--- config.mk ---
export PLATFORM = sky130hd
export DESIGN_NAME = vga_frame_sched_flat
export DESIGN_NICKNAME = d
export VERILOG_FILES = /design/src/rtl/vga_frame_sched_if.sv /design/src/rtl/vga_frame_sched.sv /design/src/flat_wrapper.sv
export SDC_FILE = /design/constraint.sdc
export NUM_CORES = 1
export LEC_CHECK = 0
export CAP_MARGIN = 20
export CORE_ASPECT_RATIO = 0.75
export CORE_MARGIN = 1
export CORE_UTILIZATION = 45
export CTS_BUF_LIST = sky130_fd_sc_hd__clkbuf_16
export DETAILED_ROUTE_END_ITERATION = 10
export PLACE_DENSITY_LB_ADDON = 0.15
export SYNTH_ARGS = -nofsm -noshare
export SYNTH_HDL_FRONTEND = slang
export SYNTH_SLANG_ARGS = --single-unit
export TNS_END_PERCENT = 100
--- constraint.sdc ---
create_clock -name vga_clk -period 5.35 [get_ports vga_clk]
set_input_delay 1.07 -clock vga_clk [delete_from_list [all_inputs] [get_ports vga_clk]]
set_output_delay 1.07 -clock vga_clk [all_outputs]
set_load 0.01 [all_outputs]
--- src/rtl/vga_frame_sched_if.sv ---
// Read-path bundle between the frame scheduler, the VGA timing controller's FIFO
// requests and the DDR3 read master.
interface vga_frame_sched_if;
    logic        read_req;
    logic        data_available;
    logic        read_en;
    logic [31:0] read_base;
    logic [31:0] read_length;
    logic        read_go;

    modport master (
        input  read_req,
        input  data_available,
        output read_en,
        output read_base,
        output read_length,
        output read_go
    );

    modport slave (
        output read_req,
        output data_available,
        input  read_en,
        input  read_base,
        input  read_length,
        input  read_go
    );
endinterface

--- src/rtl/vga_frame_sched.sv ---
// Triple-buffered frame scheduler for the VGA read path.
// Define VGA_SCHED_STATS_EN to build the frame and underflow counters.
module vga_frame_sched #(
    parameter logic [31:0] BUFFER0    = 32'h3088_0000,
    parameter logic [31:0] LENGTH     = 32'h0005_DC00,
    parameter int unsigned WORD_BYTES = 16
) (
    input  logic              vga_clk,
    input  logic              reset_n,
    input  logic              enable_i,
    input  logic              single_go_i,
    input  logic              frame_start_i,
    input  logic              frame_end_i,
    input  logic              wr_done_i,
    input  logic [1:0]        wr_buf_i,
    output logic [1:0]        wr_next_o,
    output logic [1:0]        cur_buf_o,
    output logic              busy_o,
    output logic              err_short_o,
    output logic [15:0]       frame_cnt_o,
    output logic [15:0]       underflow_cnt_o,
    vga_frame_sched_if.master bus
);
    localparam int unsigned FRAME_WORDS = LENGTH / WORD_BYTES;
    localparam int unsigned CntW        = $clog2(FRAME_WORDS + 1);
    localparam logic [CntW-1:0] FrameWordsC = CntW'(FRAME_WORDS);

    typedef enum logic [1:0] {StIdle, StWaitStart, StStream} state_e;

    state_e            state_q;
    logic [1:0]        cur_buf_q;
    logic [1:0]        latest_q;
    logic              latest_valid_q;
    logic              one_shot_q;
    logic [31:0]       read_base_q;
    logic              read_go_q;
    logic              err_short_q;
    logic [CntW-1:0]   word_cnt_q;
    logic [CntW-1:0]   word_cnt_inc;
    logic [1:0]        sel;
    logic              in_stream;
    logic              words_left;
    logic              read_en;

    assign in_stream    = (state_q == StStream);
    assign words_left   = (word_cnt_q < FrameWordsC);
    assign read_en      = in_stream & bus.read_req & bus.data_available & words_left;
    assign word_cnt_inc = word_cnt_q + CntW'(read_en);
    // Selection sees latest_q before any same-cycle wr_done update.
    assign sel          = latest_valid_q ? latest_q : cur_buf_q;

    always_comb begin
        wr_next_o = 2'd2;
        if (cur_buf_q != 2'd0 && latest_q != 2'd0) begin
            wr_next_o = 2'd0;
        end else if (cur_buf_q != 2'd1 && latest_q != 2'd1) begin
            wr_next_o = 2'd1;
        end
    end

    always_ff @(posedge vga_clk or negedge reset_n) begin
        if (!reset_n) begin
            state_q        <= StIdle;
            cur_buf_q      <= 2'd0;
            latest_q       <= 2'd0;
            latest_valid_q <= 1'b0;
            one_shot_q     <= 1'b0;
            read_base_q    <= BUFFER0;
            read_go_q      <= 1'b0;
            err_short_q    <= 1'b0;
            word_cnt_q     <= '0;
        end else begin
            read_go_q   <= 1'b0;
            err_short_q <= 1'b0;
            if (wr_done_i && wr_buf_i != 2'd3) begin
                latest_q       <= wr_buf_i;
                latest_valid_q <= 1'b1;
            end
            case (state_q)
                StIdle: begin
                    if (enable_i || single_go_i) begin
                        state_q    <= StWaitStart;
                        one_shot_q <= single_go_i;
                    end
                end
                StWaitStart: begin
                    if (frame_start_i) begin
                        cur_buf_q   <= sel;
                        read_base_q <= BUFFER0 + 32'(sel) * LENGTH;
                        read_go_q   <= 1'b1;
                        word_cnt_q  <= '0;
                        state_q     <= StStream;
                    end
                end
                StStream: begin
                    word_cnt_q <= word_cnt_inc;
                    // A coincident frame_start is dropped; the next frame waits in StWaitStart.
                    if (frame_end_i) begin
                        err_short_q <= (word_cnt_inc != FrameWordsC);
                        if (enable_i && !one_shot_q) begin
                            state_q <= StWaitStart;
                        end else begin
                            state_q    <= StIdle;
                            one_shot_q <= 1'b0;
                        end
                    end
                end
                default: state_q <= StIdle;
            endcase
        end
    end

`ifdef VGA_SCHED_STATS_EN
    logic        frame_hit;
    logic        under_hit;
    logic [15:0] frame_cnt_q;
    logic [15:0] underflow_cnt_q;

    assign frame_hit = (state_q == StWaitStart) & frame_start_i;
    // Requests past the end of the frame are dropped, not underflows.
    assign under_hit = in_stream & bus.read_req & ~bus.data_available & words_left;

    always_ff @(posedge vga_clk or negedge reset_n) begin
        if (!reset_n) begin
            frame_cnt_q     <= 16'd0;
            underflow_cnt_q <= 16'd0;
        end else begin
            if (frame_hit && frame_cnt_q != 16'hFFFF) begin
                frame_cnt_q <= frame_cnt_q + 16'd1;
            end
            if (under_hit && underflow_cnt_q != 16'hFFFF) begin
                underflow_cnt_q <= underflow_cnt_q + 16'd1;
            end
        end
    end

    assign frame_cnt_o     = frame_cnt_q;
    assign underflow_cnt_o = underflow_cnt_q;
`else
    assign frame_cnt_o     = 16'd0;
    assign underflow_cnt_o = 16'd0;
`endif

    assign cur_buf_o       = cur_buf_q;
    assign busy_o          = (state_q != StIdle);
    assign err_short_o     = err_short_q;
    assign bus.read_en     = read_en;
    assign bus.read_base   = read_base_q;
    assign bus.read_length = LENGTH;
    assign bus.read_go     = read_go_q;
endmodule
--- src/flat_wrapper.sv ---
// flat-port wrapper written by rule: the top's interface ports become plain ports
module vga_frame_sched_flat 
#(
    parameter logic [31:0] BUFFER0    = 32'h3088_0000,
    parameter logic [31:0] LENGTH     = 32'h0005_DC00,
    parameter int unsigned WORD_BYTES = 16
)
  (vga_clk, reset_n, enable_i, single_go_i, frame_start_i, frame_end_i, wr_done_i, wr_buf_i, wr_next_o, cur_buf_o, busy_o, err_short_o, frame_cnt_o, underflow_cnt_o, bus_read_req, bus_data_available, bus_read_en, bus_read_base, bus_read_length, bus_read_go);
  vga_frame_sched_if bus_i ();
  input  logic vga_clk;
  input  logic reset_n;
  input  logic enable_i;
  input  logic single_go_i;
  input  logic frame_start_i;
  input  logic frame_end_i;
  input  logic wr_done_i;
  input  logic [1:0] wr_buf_i;
  output logic [1:0] wr_next_o;
  output logic [1:0] cur_buf_o;
  output logic busy_o;
  output logic err_short_o;
  output logic [15:0] frame_cnt_o;
  output logic [15:0] underflow_cnt_o;
  input wire logic [$bits(bus_i.read_req)-1:0] bus_read_req;
  input wire logic [$bits(bus_i.data_available)-1:0] bus_data_available;
  output wire logic [$bits(bus_i.read_en)-1:0] bus_read_en;
  output wire logic [$bits(bus_i.read_base)-1:0] bus_read_base;
  output wire logic [$bits(bus_i.read_length)-1:0] bus_read_length;
  output wire logic [$bits(bus_i.read_go)-1:0] bus_read_go;
  assign bus_i.read_req = bus_read_req;
  assign bus_i.data_available = bus_data_available;
  assign bus_read_en = bus_i.read_en;
  assign bus_read_base = bus_i.read_base;
  assign bus_read_length = bus_i.read_length;
  assign bus_read_go = bus_i.read_go;
  vga_frame_sched #(.BUFFER0(BUFFER0), .LENGTH(LENGTH), .WORD_BYTES(WORD_BYTES)) u_core (.vga_clk(vga_clk), .reset_n(reset_n), .enable_i(enable_i), .single_go_i(single_go_i), .frame_start_i(frame_start_i), .frame_end_i(frame_end_i), .wr_done_i(wr_done_i), .wr_buf_i(wr_buf_i), .wr_next_o(wr_next_o), .cur_buf_o(cur_buf_o), .busy_o(busy_o), .err_short_o(err_short_o), .frame_cnt_o(frame_cnt_o), .underflow_cnt_o(underflow_cnt_o), .bus(bus_i));
endmodule
==> run summary <==
The maximum clock path buffer count is 2. Summed over all nets, the half-perimeter wirelength after detailed placement is 3098 um. The total setup violations reported at the end of the flow came out at 0. In this run the tightest slew margin relative to its limit is 0.3179.

In this run the worst hold path is classified as register to register. For this run, the number of standard cells in the final layout without fillers is 397. In the post-synthesis netlist, the biggest area contributors are dfrtp_1 31%, buf_4 27%, o21ai_1 6.0%, nand2_1 5.3%, ha_1 4.0%. In this run the number of H-tree levels came out at 2. The starting density of the core came out at 0.4675. For this design the static power due to leakage is 1.318 nW. The routed wire length came out at 4411 um. The count of flip-flops with a built-in enable after synthesis came out at 0.

The count of instances resized after the clock tree is built is 0. The number of antenna violations at the first check in global routing came out at 0. The share of cells above drive strength 1 is 0.06522. The count of endpoints failing hold in the final timing report was 0. 115 I/O pins were placed. Clock tree synthesis inserted a total of 5 buffers. The buffer cell driving the clock tree root is clkbuf_16. The accumulated negative setup slack came out at 0 ps.

The max-slew violation count came out at 0. The number of fill cells came out at 538. The clock skew after layout came out at 3.560 ps.

Derived from the worst setup path, the maximum achievable clock frequency is 293.0 MHz. In this run the tool buffered the top-level ports with 30 buffer cells. The TritonCTS sink count came out at 32. The via count of the first global-routing pass came out at 1418.

The number of warnings issued by yosys came out at 0. The number of hold buffers added after CTS is 0. For this block, the initial DRC count from the detailed router was 108.

Hold is met by 474.7 ps. The worst setup path is of the primary input to primary output kind. The total power per unit cell area is 363.7 nW/um^2. STA classifies the critical path startpoint as a primary input. After synthesis, the most frequently instantiated cells are 89 x buf_4, 35 x nand2_1, 31 x dfrtp_1. The run finished with clean final reports. Among all flip-flop cells after synthesis, the most frequent one is dfrtp_1. The TritonCTS clock tree is built. Of the available clock period, the critical path in the final layout requires 0.6380.

The total global routing overflow is 0. The placer congestion estimate is 0.8328. The post-detailed-route via-to-cell ratio came out at 4.416. The max-cap check violation count came out at 0. Synthesis produced 297 cells. dfrtp_1 takes more of the synthesized area than any other cell. The die area came out at 5866 sq um. The DRC violations left is 0.

Once placement completed, the tool counted placed cells totaling 389. Entering global routing, the biggest net connects 33 pins. The post-synthesis async set-or-reset flop share is 1.000. The horizontal die dimension came out at 88.11 um.

The average wire length per cell after detail routing came out at 11.11 um. The flop and latch count out of synthesis is 32. The clock-pin slew reported for the worst setup and hold paths after clock tree synthesis came out at 50 ps. The number of distinct library cells after synthesis is 45. After layout, the minimum clock period comes to 3413 ps. The overall track demand over capacity in global routing came out at 0.1626. The diode insertion count for antenna repair is 0.

The data required time of the critical path came out at 4280 ps. The area share of the leading cell type in the synthesized netlist is 0.3100. The measured slew at the worst slew-check pin is 1019 ps. The largest fanout on the critical path came out at 2. The worst IR drop on VDD is 0.1586 mV. Once detail routing completed, the nets flagged for antenna violations numbered 0. The total number of placement rows came out at 23. The mapped netlist covers 2502 sq um. In the post-synthesis netlist, the cell with the most instances is buf_4. Setup repair after global routing left no endpoint under its margin. The worst-skew pair later-pin latency came out at 270 ps. The endpoint type of the worst setup path is a primary output.

The first-pass iteration count of the detailed router is 4. The via total after detailed routing came out at 1753. At the end of the flow, the number of nets in the layout was 340.

The first-pass GRT wire length is 7148 um. Data arrives at the worst endpoint at 2340 ps. Averaged over all synthesized cells, the footprint is 8.426 sq um. The growth of design area from synthesis to finish came out at 6.250%. The die span in y came out at 66.58 um.

The number of setup buffers added after CTS came out at 0. The share of synthesized area occupied by flip-flops and latches is 0.3205. The total core area came out at 5353 sq um.
[final timing paths]
path	cells past startpoint	startpoint	slack, ps	end
setup reg to reg	11	u_core.state_q[1]$_DFFE_PN0P_	2500	u_core.err_short_o$_DFF_PN0_
hold / removal	2	u_core.bus.read_base[19]$_DFFE_PN1P_	470	u_core.bus.read_base[19]$_DFFE_PN1P_
min in group asynchronous	2	reset_n	1200	u_core.state_q[0]$_DFFE_PN0P_
setup / recovery	4	bus_data_available	1940	bus_read_en
max in group asynchronous	2	reset_n	3810	u_core.bus.read_base[19]$_DFFE_PN1P_
hold reg to reg	2	u_core.bus.read_base[19]$_DFFE_PN1P_	470	u_core.bus.read_base[19]$_DFFE_PN1P_
[worst max-delay path, stage by stage]
cell	delay [ps]
clkdlybuf4s50_1	450
nand3_1	70
a21oi_1	180
clkdlybuf4s50_1	570
[cell type report]
type / instances / area [sq um] / share of cell area
well taps: 75 / 93.84 / 0.03529
clock buffers: 5 / 125.1 / 0.04706
repair buffers: 33 / 322.8 / 0.1214
multi-input cells: 240 / 1267 / 0.4767
inverters: 9 / 33.78 / 0.01271
clock inverters: 3 / 13.76 / 0.005176
flip-flops and latches: 32 / 802.0 / 0.3016
[report_power, final]
group / internal, mW / switching (mW) / total (mW)
combinational: 0.165 / 0.197 / 0.362
sequential: 0.292 / 0.0434 / 0.335
clock: 0.169 / 0.102 / 0.270
total: 0.626 / 0.342 / 0.967
[stage by stage]
stage / setup WS [ps] / cell area (sq um) / power (mW) / utilization
2_1_floorplan: 2376 / 2810 / 0.5929 / -
3_3_place_gp: 1934 / 2520 / 0.6984 / 0.4708
3_5_place_dp: 1841 / 2520 / 0.7020 / 0.4708
4_1_cts: 1926 / 2659 / 0.9762 / 0.4967
5_1_grt: 1855 / 2659 / 1.034 / 0.4967
6_report: 1937 / 2659 / 0.9671 / 0.4967
[cells by family (layout without fill, tap and decap cells)]
family	count (synthesis)	after routing	synth area share
xor+xnor	5	5	0.01750
mux	2	2	0.008000
compound gates	56	56	0.1305
simple gates	85	85	0.1845
other cells	2	84	0.003001
buf+inv	107	50	0.2960
fa+ha+maj	8	8	0.04000
flops	32	32	0.3205
[state kept, by name, summed over array words and instances, names as in the netlist]
name                   cells
u_core.latest_valid_q      1
u_core.bus.read_go         1
u_core.word_cnt_q         15
u_core.one_shot_q          1
u_core.latest_q            2
u_core.cur_buf_o           2
u_core.bus.read_base       7
u_core.state_q             2
u_core.err_short_o         1
[cell usage in the layout (no fill, tap or decap), types with 3 or more instances in the layout]
cell and count:
a21oi_1 4, a31oi_1 6, and2_1 3, and3_1 4, buf_4 3, clkbuf_16 5, clkdlybuf4s50_1 30, conb_1 84
dfrtp_1 31, ha_1 8, inv_1 7, nand2_1 35, nand3_1 5, nand3b_1 3, nand4_1 4, nor2_1 16
nor2b_1 4, o21ai_0 4, o21ai_1 30, xnor2_1 4
[metal layers]
layer  track usage  wire, um  vias up
met1        0.2475      2403      795
met2        0.2112      1618       77
met4       0.05645        56        0
met5             0         0        -
met3       0.04957       332        6
li1              -         -      875
(Power assumes the default switching activity.)
